$ cat config.mk
export PLATFORM = sky130hd
export DESIGN_NAME = onedconv_buffer_ctrl
export DESIGN_NICKNAME = d
export VERILOG_FILES = /design/src/rtl/onedconv_pkg.sv /design/src/rtl/onedconv_skew_gen.sv /design/src/rtl/onedconv_buffer_ctrl.sv
export SDC_FILE = /design/constraint.sdc
export NUM_CORES = 1
export LEC_CHECK = 0
export ABC_AREA = 1
export CORE_UTILIZATION = 46
export CTS_BUF_LIST = sky130_fd_sc_hd__clkbuf_16
export DETAILED_ROUTE_END_ITERATION = 10
export MAX_ROUTING_LAYER = met4
export PLACE_DENSITY = 0.86
export SLEW_MARGIN = 20
export SYNTH_ARGS = -nofsm -noshare
export SYNTH_HDL_FRONTEND = slang
export SYNTH_SLANG_ARGS = --single-unit
$ cat constraint.sdc
create_clock -name clk -period 4.5 [get_ports clk]
set_clock_uncertainty 0.2 [all_clocks]
set_input_delay 0.9 -clock clk [delete_from_list [all_inputs] [get_ports clk]]
set_output_delay 0.9 -clock clk [all_outputs]
set_load 0.05 [all_outputs]
$ cat src/rtl/onedconv_pkg.sv
`default_nettype none
// ============================================================================
// Module      : onedconv_pkg
// Description : Shared types and sizing helpers for the 1-D conv buffer
//               sequencer.
// Revision    : 1.0
// ============================================================================
package onedconv_pkg;

    typedef enum logic [2:0] {
        IDLE    = 3'd0,
        LOAD_W  = 3'd1,
        LOAD_I  = 3'd2,
        COMPUTE = 3'd3,
        FIN     = 3'd4
    } state_t;

    localparam int c_DIM_DEFAULT   = 16;
    localparam int c_DEPTH_DEFAULT = 17;

    // Wide enough for every phase counter, including the skewed compute span.
    function automatic int cnt_w(input int depth, input int dim);
        return $clog2(depth + dim);
    endfunction

endpackage
`default_nettype wire

$ cat src/rtl/onedconv_skew_gen.sv
`default_nettype none
// ============================================================================
// Module      : onedconv_skew_gen
// Description : Compute-phase lane enables from the compute cycle counter.
//               ONEDCONV_CTRL_SKEW_EN selects the systolic skew.
// Revision    : 1.0
// ============================================================================
module onedconv_skew_gen
    import onedconv_pkg::*;
#(
    parameter int DIM   = c_DIM_DEFAULT,
    parameter int DEPTH = c_DEPTH_DEFAULT,
    parameter int CW    = cnt_w(c_DEPTH_DEFAULT, c_DIM_DEFAULT)
) (
    input  logic            active_i,
    input  logic [CW-1:0]   t_i,
    output logic [DIM-1:0]  en_o
);

    genvar i;
    generate
        for (i = 0; i < DIM; i++) begin : g_lane
`ifdef ONEDCONV_CTRL_SKEW_EN
            // t < i wraps to >= 2^CW - i >= DEPTH, so one compare covers the window.
            logic [CW-1:0] w_rel;
            assign w_rel   = t_i - CW'(i);
            assign en_o[i] = active_i && (w_rel < CW'(DEPTH));
`else
            assign en_o[i] = active_i && (t_i < CW'(DEPTH));
`endif
        end
    endgenerate

endmodule
`default_nettype wire

$ cat src/rtl/onedconv_buffer_ctrl.sv
`default_nettype none
// ============================================================================
// Module      : onedconv_buffer_ctrl
// Description : Load/compute sequencer for the 1-D conv input shift buffers.
//               Optional macro ONEDCONV_CTRL_SKEW_EN enables systolic skew.
// Revision    : 1.0
// ============================================================================
module onedconv_buffer_ctrl
    import onedconv_pkg::*;
#(
    parameter int DIM    = c_DIM_DEFAULT,
    parameter int DEPTH  = c_DEPTH_DEFAULT,
    parameter int RD_LAT = 1,
    parameter int AW     = 5
) (
    input  logic            clk,
    input  logic            rst,
    input  logic            start,
    input  logic            ifmap_valid,
    output logic            ifmap_ready,
    output logic            w_rd_en,
    output logic [AW-1:0]   w_rd_addr,
    output logic            mode,
    output logic [DIM-1:0]  en_ifmap_in,
    output logic [DIM-1:0]  en_weight_in,
    output logic [DIM-1:0]  en_ifmap_ctl,
    output logic [DIM-1:0]  en_weight_ctl,
    output logic            compute_valid,
    output logic            busy,
    output logic            done
);

    localparam int CW = cnt_w(DEPTH, DIM);
`ifdef ONEDCONV_CTRL_SKEW_EN
    localparam int c_T_LAST = DEPTH + DIM - 2;
`else
    localparam int c_T_LAST = DEPTH - 1;
`endif

    state_t             state_q, state_d;
    logic [CW-1:0]      cnt_a_q, cnt_a_d;   // strobes issued / beat k / compute t
    logic [CW-1:0]      cnt_b_q, cnt_b_d;   // delayed weight enables / row
    logic [RD_LAT-1:0]  pipe_q, pipe_d;
    logic               rd_en_q, rd_en_d;
    logic [AW-1:0]      rd_addr_q, rd_addr_d;
    logic               ready_q, mode_q, busy_q, done_q, cv_q;
    logic [DIM-1:0]     ctl_q;
    logic [DIM-1:0]     w_skew;
    logic               w_accept, w_weight_beat;

    assign w_accept      = ready_q && ifmap_valid;
    assign w_weight_beat = pipe_q[RD_LAT-1];

    assign ifmap_ready   = ready_q;
    assign w_rd_en       = rd_en_q;
    assign w_rd_addr     = rd_addr_q;
    assign mode          = mode_q;
    assign busy          = busy_q;
    assign done          = done_q;
    assign compute_valid = cv_q;
    assign en_ifmap_ctl  = ctl_q;
    assign en_weight_ctl = ctl_q;
    assign en_weight_in  = {DIM{w_weight_beat}};
    assign en_ifmap_in   = w_accept ? (DIM'(1) << cnt_b_q) : '0;

    always_comb begin
        state_d   = state_q;
        cnt_a_d   = cnt_a_q;
        cnt_b_d   = cnt_b_q;
        rd_en_d   = 1'b0;
        rd_addr_d = '0;
        pipe_d    = RD_LAT'({pipe_q, rd_en_q});
        case (state_q)
            IDLE: begin
                if (start) begin
                    state_d = LOAD_W;
                    rd_en_d = 1'b1;
                    cnt_a_d = CW'(1);
                    cnt_b_d = '0;
                end
            end
            LOAD_W: begin
                if (cnt_a_q < CW'(DEPTH)) begin
                    rd_en_d   = 1'b1;
                    rd_addr_d = AW'(cnt_a_q);
                    cnt_a_d   = cnt_a_q + CW'(1);
                end
                if (w_weight_beat) begin
                    if (cnt_b_q == CW'(DEPTH - 1)) begin
                        state_d = LOAD_I;
                        cnt_a_d = '0;
                        cnt_b_d = '0;
                    end else begin
                        cnt_b_d = cnt_b_q + CW'(1);
                    end
                end
            end
            LOAD_I: begin
                if (w_accept) begin
                    if (cnt_a_q == CW'(DEPTH - 1)) begin
                        cnt_a_d = '0;
                        if (cnt_b_q == CW'(DIM - 1)) begin
                            state_d = COMPUTE;
                            cnt_b_d = '0;
                        end else begin
                            cnt_b_d = cnt_b_q + CW'(1);
                        end
                    end else begin
                        cnt_a_d = cnt_a_q + CW'(1);
                    end
                end
            end
            COMPUTE: begin
                if (cnt_a_q == CW'(c_T_LAST)) begin
                    state_d = FIN;
                    cnt_a_d = '0;
                end else begin
                    cnt_a_d = cnt_a_q + CW'(1);
                end
            end
            FIN:     state_d = IDLE;
            default: state_d = IDLE;
        endcase
    end

    // Enables are computed for the upcoming cycle so the lane outputs stay registered.
    onedconv_skew_gen #(
        .DIM   (DIM),
        .DEPTH (DEPTH),
        .CW    (CW)
    ) u_skew (
        .active_i (state_d == COMPUTE),
        .t_i      (cnt_a_d),
        .en_o     (w_skew)
    );

    always_ff @(posedge clk) begin
        if (!rst) begin
            state_q   <= IDLE;
            cnt_a_q   <= '0;
            cnt_b_q   <= '0;
            pipe_q    <= '0;
            rd_en_q   <= 1'b0;
            rd_addr_q <= '0;
            ready_q   <= 1'b0;
            mode_q    <= 1'b0;
            busy_q    <= 1'b0;
            done_q    <= 1'b0;
            cv_q      <= 1'b0;
            ctl_q     <= '0;
        end else begin
            state_q   <= state_d;
            cnt_a_q   <= cnt_a_d;
            cnt_b_q   <= cnt_b_d;
            pipe_q    <= pipe_d;
            rd_en_q   <= rd_en_d;
            rd_addr_q <= rd_addr_d;
            ready_q   <= (state_d == LOAD_I);
            mode_q    <= (state_d == COMPUTE);
            busy_q    <= (state_d != IDLE);
            done_q    <= (state_d == FIN);
            cv_q      <= |w_skew;
            ctl_q     <= w_skew;
        end
    end

endmodule
`default_nettype wire

; Yosys cells after proc, flatten, opt, wreduce, memory -nomap -nowiden
; Index checks and enable logic that the tools add are counted.
[word_totals]
regBits = 28
out_inout_bits = 75
[op_classes]
addsub = 2
order_cmp = 2
eq_ne = 13
shifts = 1
mux = 26
n_reduce_logical = 7
[ops]
columns = cell, count
row1 = two-way mux 6 bit, 12
row2 = one-hot mux 6 bit (4 select lines), 1
row3 = two-way mux 3 bit, 7
row4 = one-hot mux 6 bit (3 select lines), 1
row5 = two-way mux 16 bit, 1
row6 = "left shift 1 x 6 -> 16 bit, first input constant", 1
row7 = "adder 6 x 1 -> 6 bit, second input constant", 2
row8 = "equality test 3 x 2 -> 1 bit, second input constant", 4
row9 = "equality test 6 x 5 -> 1 bit, second input constant", 2
row10 = "less-than comparator 6 x 5 -> 1 bit, second input constant", 2
row11 = one-hot mux 3 bit (4 select lines), 1
row12 = "inequality test 2 bit, second input constant", 4
row13 = "equality test 6 x 4 -> 1 bit, second input constant", 1
row14 = nonzero test 3 bit, 2
row15 = AND reduction 5 bit, 1
row16 = "equality test 3 x 1 -> 1 bit, second input constant", 1
row17 = "equality test 3 bit, second input constant", 1
row18 = logical NOT 3 bit, 1
row19 = AND reduction 3 bit, 1
row20 = logical AND 1 bit, 2
row21 = two-way mux 1 bit, 2
row22 = one-hot mux 1 bit (2 select lines), 1

; Logic depth before layout (Yosys ltp)
[depth]
ltp_word = 7
depth_mapped = 13

; Modules after synthesis
; From an unflattened synthesis, not the netlist that was laid out.
[unflattened]
cells_unflattened = 343
area_unflattened_um2 = 2451.1
[by_module_without_submodules]
columns = module, n_inst, cells_each, area_per_inst_um2
row1 = onedconv_buffer_ctrl, 1, 322, 2311.0
row2 = onedconv_skew_gen, 1, 21, 140.1

; Worst setup path before layout
; OpenSTA, ideal clock, no wires.
[synth_timing]
kind = input port to output port
start = input ifmap_valid
end = output en_ifmap_in[10]
arrival_ps = 1973
setup_slack_ps = 1427
stages = 4
path_buffers = 0
path_cell_list = nand2_1 > inv_1 > nand3_1 > nor2_1
[synth_via]
elab_chain_len = 2
[synth_rtl]
columns = element, line
row1 = "start, declared", onedconv_buffer_ctrl.sv:19  ; input logic ifmap_valid,
row2 = logical AND 1 bit, onedconv_buffer_ctrl.sv:51  ; assign w_accept = ready_q && ifmap_valid;
row3 = two-way mux 16 bit, onedconv_buffer_ctrl.sv:64  ; assign en_ifmap_in = w_accept ? (DIM'(1) << cnt_b_q) : '0;
row4 = "end, declared", onedconv_buffer_ctrl.sv:24  ; output logic [DIM-1:0] en_ifmap_in,
; Every way passes these cells.

; Worst setup path in the final report
[layout_timing]
start = input ifmap_valid
end = output en_ifmap_in[14]
; Same word-level chain as after synthesis.

==> run summary <==
post-route clock period utilization - 0.871
Initial Util - 0.495
CP Max Fanout - 8
syn_nets - 276
clock root cell - clkbuf_16
top post-synthesis cells by area - dfxtp_1 (29%), buf_4 (19%), nand2_1 (9.2%)
via count - 1714
clk_lat worst skew - 260 ps
Final Hold Viols - 0
Setup Total Neg Slack - 0 ps
die height - 65.7 um
CTS HTree Levels - 1
Primary FF master, synth - dfxtp_1
cts bufs inserted - 3
row cnt - 22
CP Launch Type - primary input
largest net degree at the start of global routing - 34
Synth Warn # - 0
die area - 0.00432 mm2
area leader, netlist - dfxtp_1
DRC - 0
WHS - 236 ps
fraction of layout cells with a size suffix above 1 - 0.110
core area - 0.00377 mm2
Synth Instances - 268
Arr. time, crit path - 2820 ps
Cell Area, Synth - 0.00187 mm2
router iterations before antenna repair - 4
synth-to-layout area growth - 29.9%
commonest non-fill, non-tap cell in the layout - clkdlybuf4s50_1
worst vdd ir - 0.146 mV
CP Class - in -> out
cts hold-fix bufs - 0
number of global-route vias before repair - 1555
DRT Wirelength - 4000 um
GRT Util Overall - 0.204
I/O pins - 79
Netlist cell types - 33
DR vias/cell - 4.91
highest clock rate - 0.255 GHz
worst hold-check path type - reg -> reg
max_cap viols - 0
post_cts resized - 0
Avg Inst Size Synth - 6.97 um2
initial antenna violation count - 0
Leak - 0.937 nW
Yosys reg bits - 27
commonest non-fill, non-tap cells in the layout - clkdlybuf4s50_1 (78), nand2_1 (46), nor2_1 (37)
post-DP HPWL - 3050 um
crit path time final - 3920 ps
normalized max-slew margin - 0.428
I/O Buffers - 78
Antenna Violating Nets Remaining - 0
Pwr Density - 240 mW/mm2
first-pass GRT wire length - 6690 um
Final Worst Setup Slack - 581 ps
CTS tree - yes
RSZ-0062 raised after global routing - no
register clock-pin slew on the reported worst setup and hold paths - 70 ps
Iter 0 DRT Violations - 81
fin nets - 310
Yosys top cell area share - 0.289
Worst Tran Pin Value - 857 ps
Die X - 65.7 um
Placer Congestion - 0.924
global route overflow - 0
Final Max Tran Viols - 0
sequential cell area fraction in the yosys report - 0.289
Post-synth EDFFs - 0
ys async rst share - 0
Pwr Total - 0.000583 W
Data required, critical path - 3400 ps
Sink Count - 27
postcts setup bufs - 0
post-placement setup slack - 568 ps
Routed WL per cell - 11.4 um
final setup vio count - 0
deepest clock path buffer count - 2
CP Capture Type - primary output
outcome - complete, no violations
diode count - 0
-- kinds of logic after synthesis --
kind of cell             synth area share
buffers and inverters               0.259
AND/OR/NAND/NOR                     0.324
XOR/XNOR                          0.00469
adder cells (fa/ha/maj)            0.0268
flip-flops                          0.289
AO/OA/AOI/OAI                      0.0965
-- sequential cells by signal, indices dropped and copies added (netlist names) --
register	count
cnt_a_q	6
cnt_b_q	6
w_rd_addr	5
state_q	3
busy	1
done	1
en_ifmap_ctl	1
ifmap_ready	1
mode	1
pipe_q	1
w_rd_en	1
-- synth_stat cells (4+ instances only) --
cell type and n:
ha_1 4, dfxtp_1 27, o21ai_1 4, nand2_1 46, nand2_2 7, buf_4 48, nand4_1 6, a21oi_1 13
nand3_1 13, inv_1 24, nor2_1 37, inv_2 8
-- metrics by stage --
stage	instances	utilization	instance area, um2
after floorplan	268	-	1870
after global placement	345	0.622	2340
after detailed placement	345	0.622	2340
after CTS	349	0.644	2430
after global routing	349	0.644	2430
final	349	0.644	2430
-- layout make-up --
class	count	area (um2)
Inverter	32	120
Multi-Input combinational cell	160	843
Sequential cell	27	541
Tap cell	48	60.1
Fill cell	324	1340
Timing Repair Buffer	78	781
Clock inverter	1	7.51
Clock buffer	3	75.1
-- power by group --
| part | internal, W | switching (W) |
|---|---|---|
| clock | 0.000121 | 0.0000846 |
| combinational | 0.0000390 | 0.0000870 |
| sequential | 0.000245 | 0.00000674 |
-- critical path, cell delays in order --
cell,delay (ps)
clkdlybuf4s50_1,450
nand2_1,70
inv_1,140
nand3_1,260
nor2_1,190
clkdlybuf4s50_1,810
-- final timing paths --
path / from / endpoint / slack (ps) / cells after the start
setup / recovery: ifmap_valid / en_ifmap_in[14] / 580 / 6
hold / removal: w_rd_en / pipe_q / 240 / 2
setup reg to reg: cnt_b_q[0] / en_ifmap_ctl[0] / 2480 / 10
hold reg to reg: w_rd_en / pipe_q / 240 / 2
-- per-layer routing --
layer	track usage	part of all wire	vias up
li1	-	-	871
met1	0.219	0.44	765
met2	0.365	0.48	70
met3	0.0330	0.065	8
met4	0.0897	0.018	0
met5	-	0	-
Note: power is estimated with default switching activity, not from simulation.
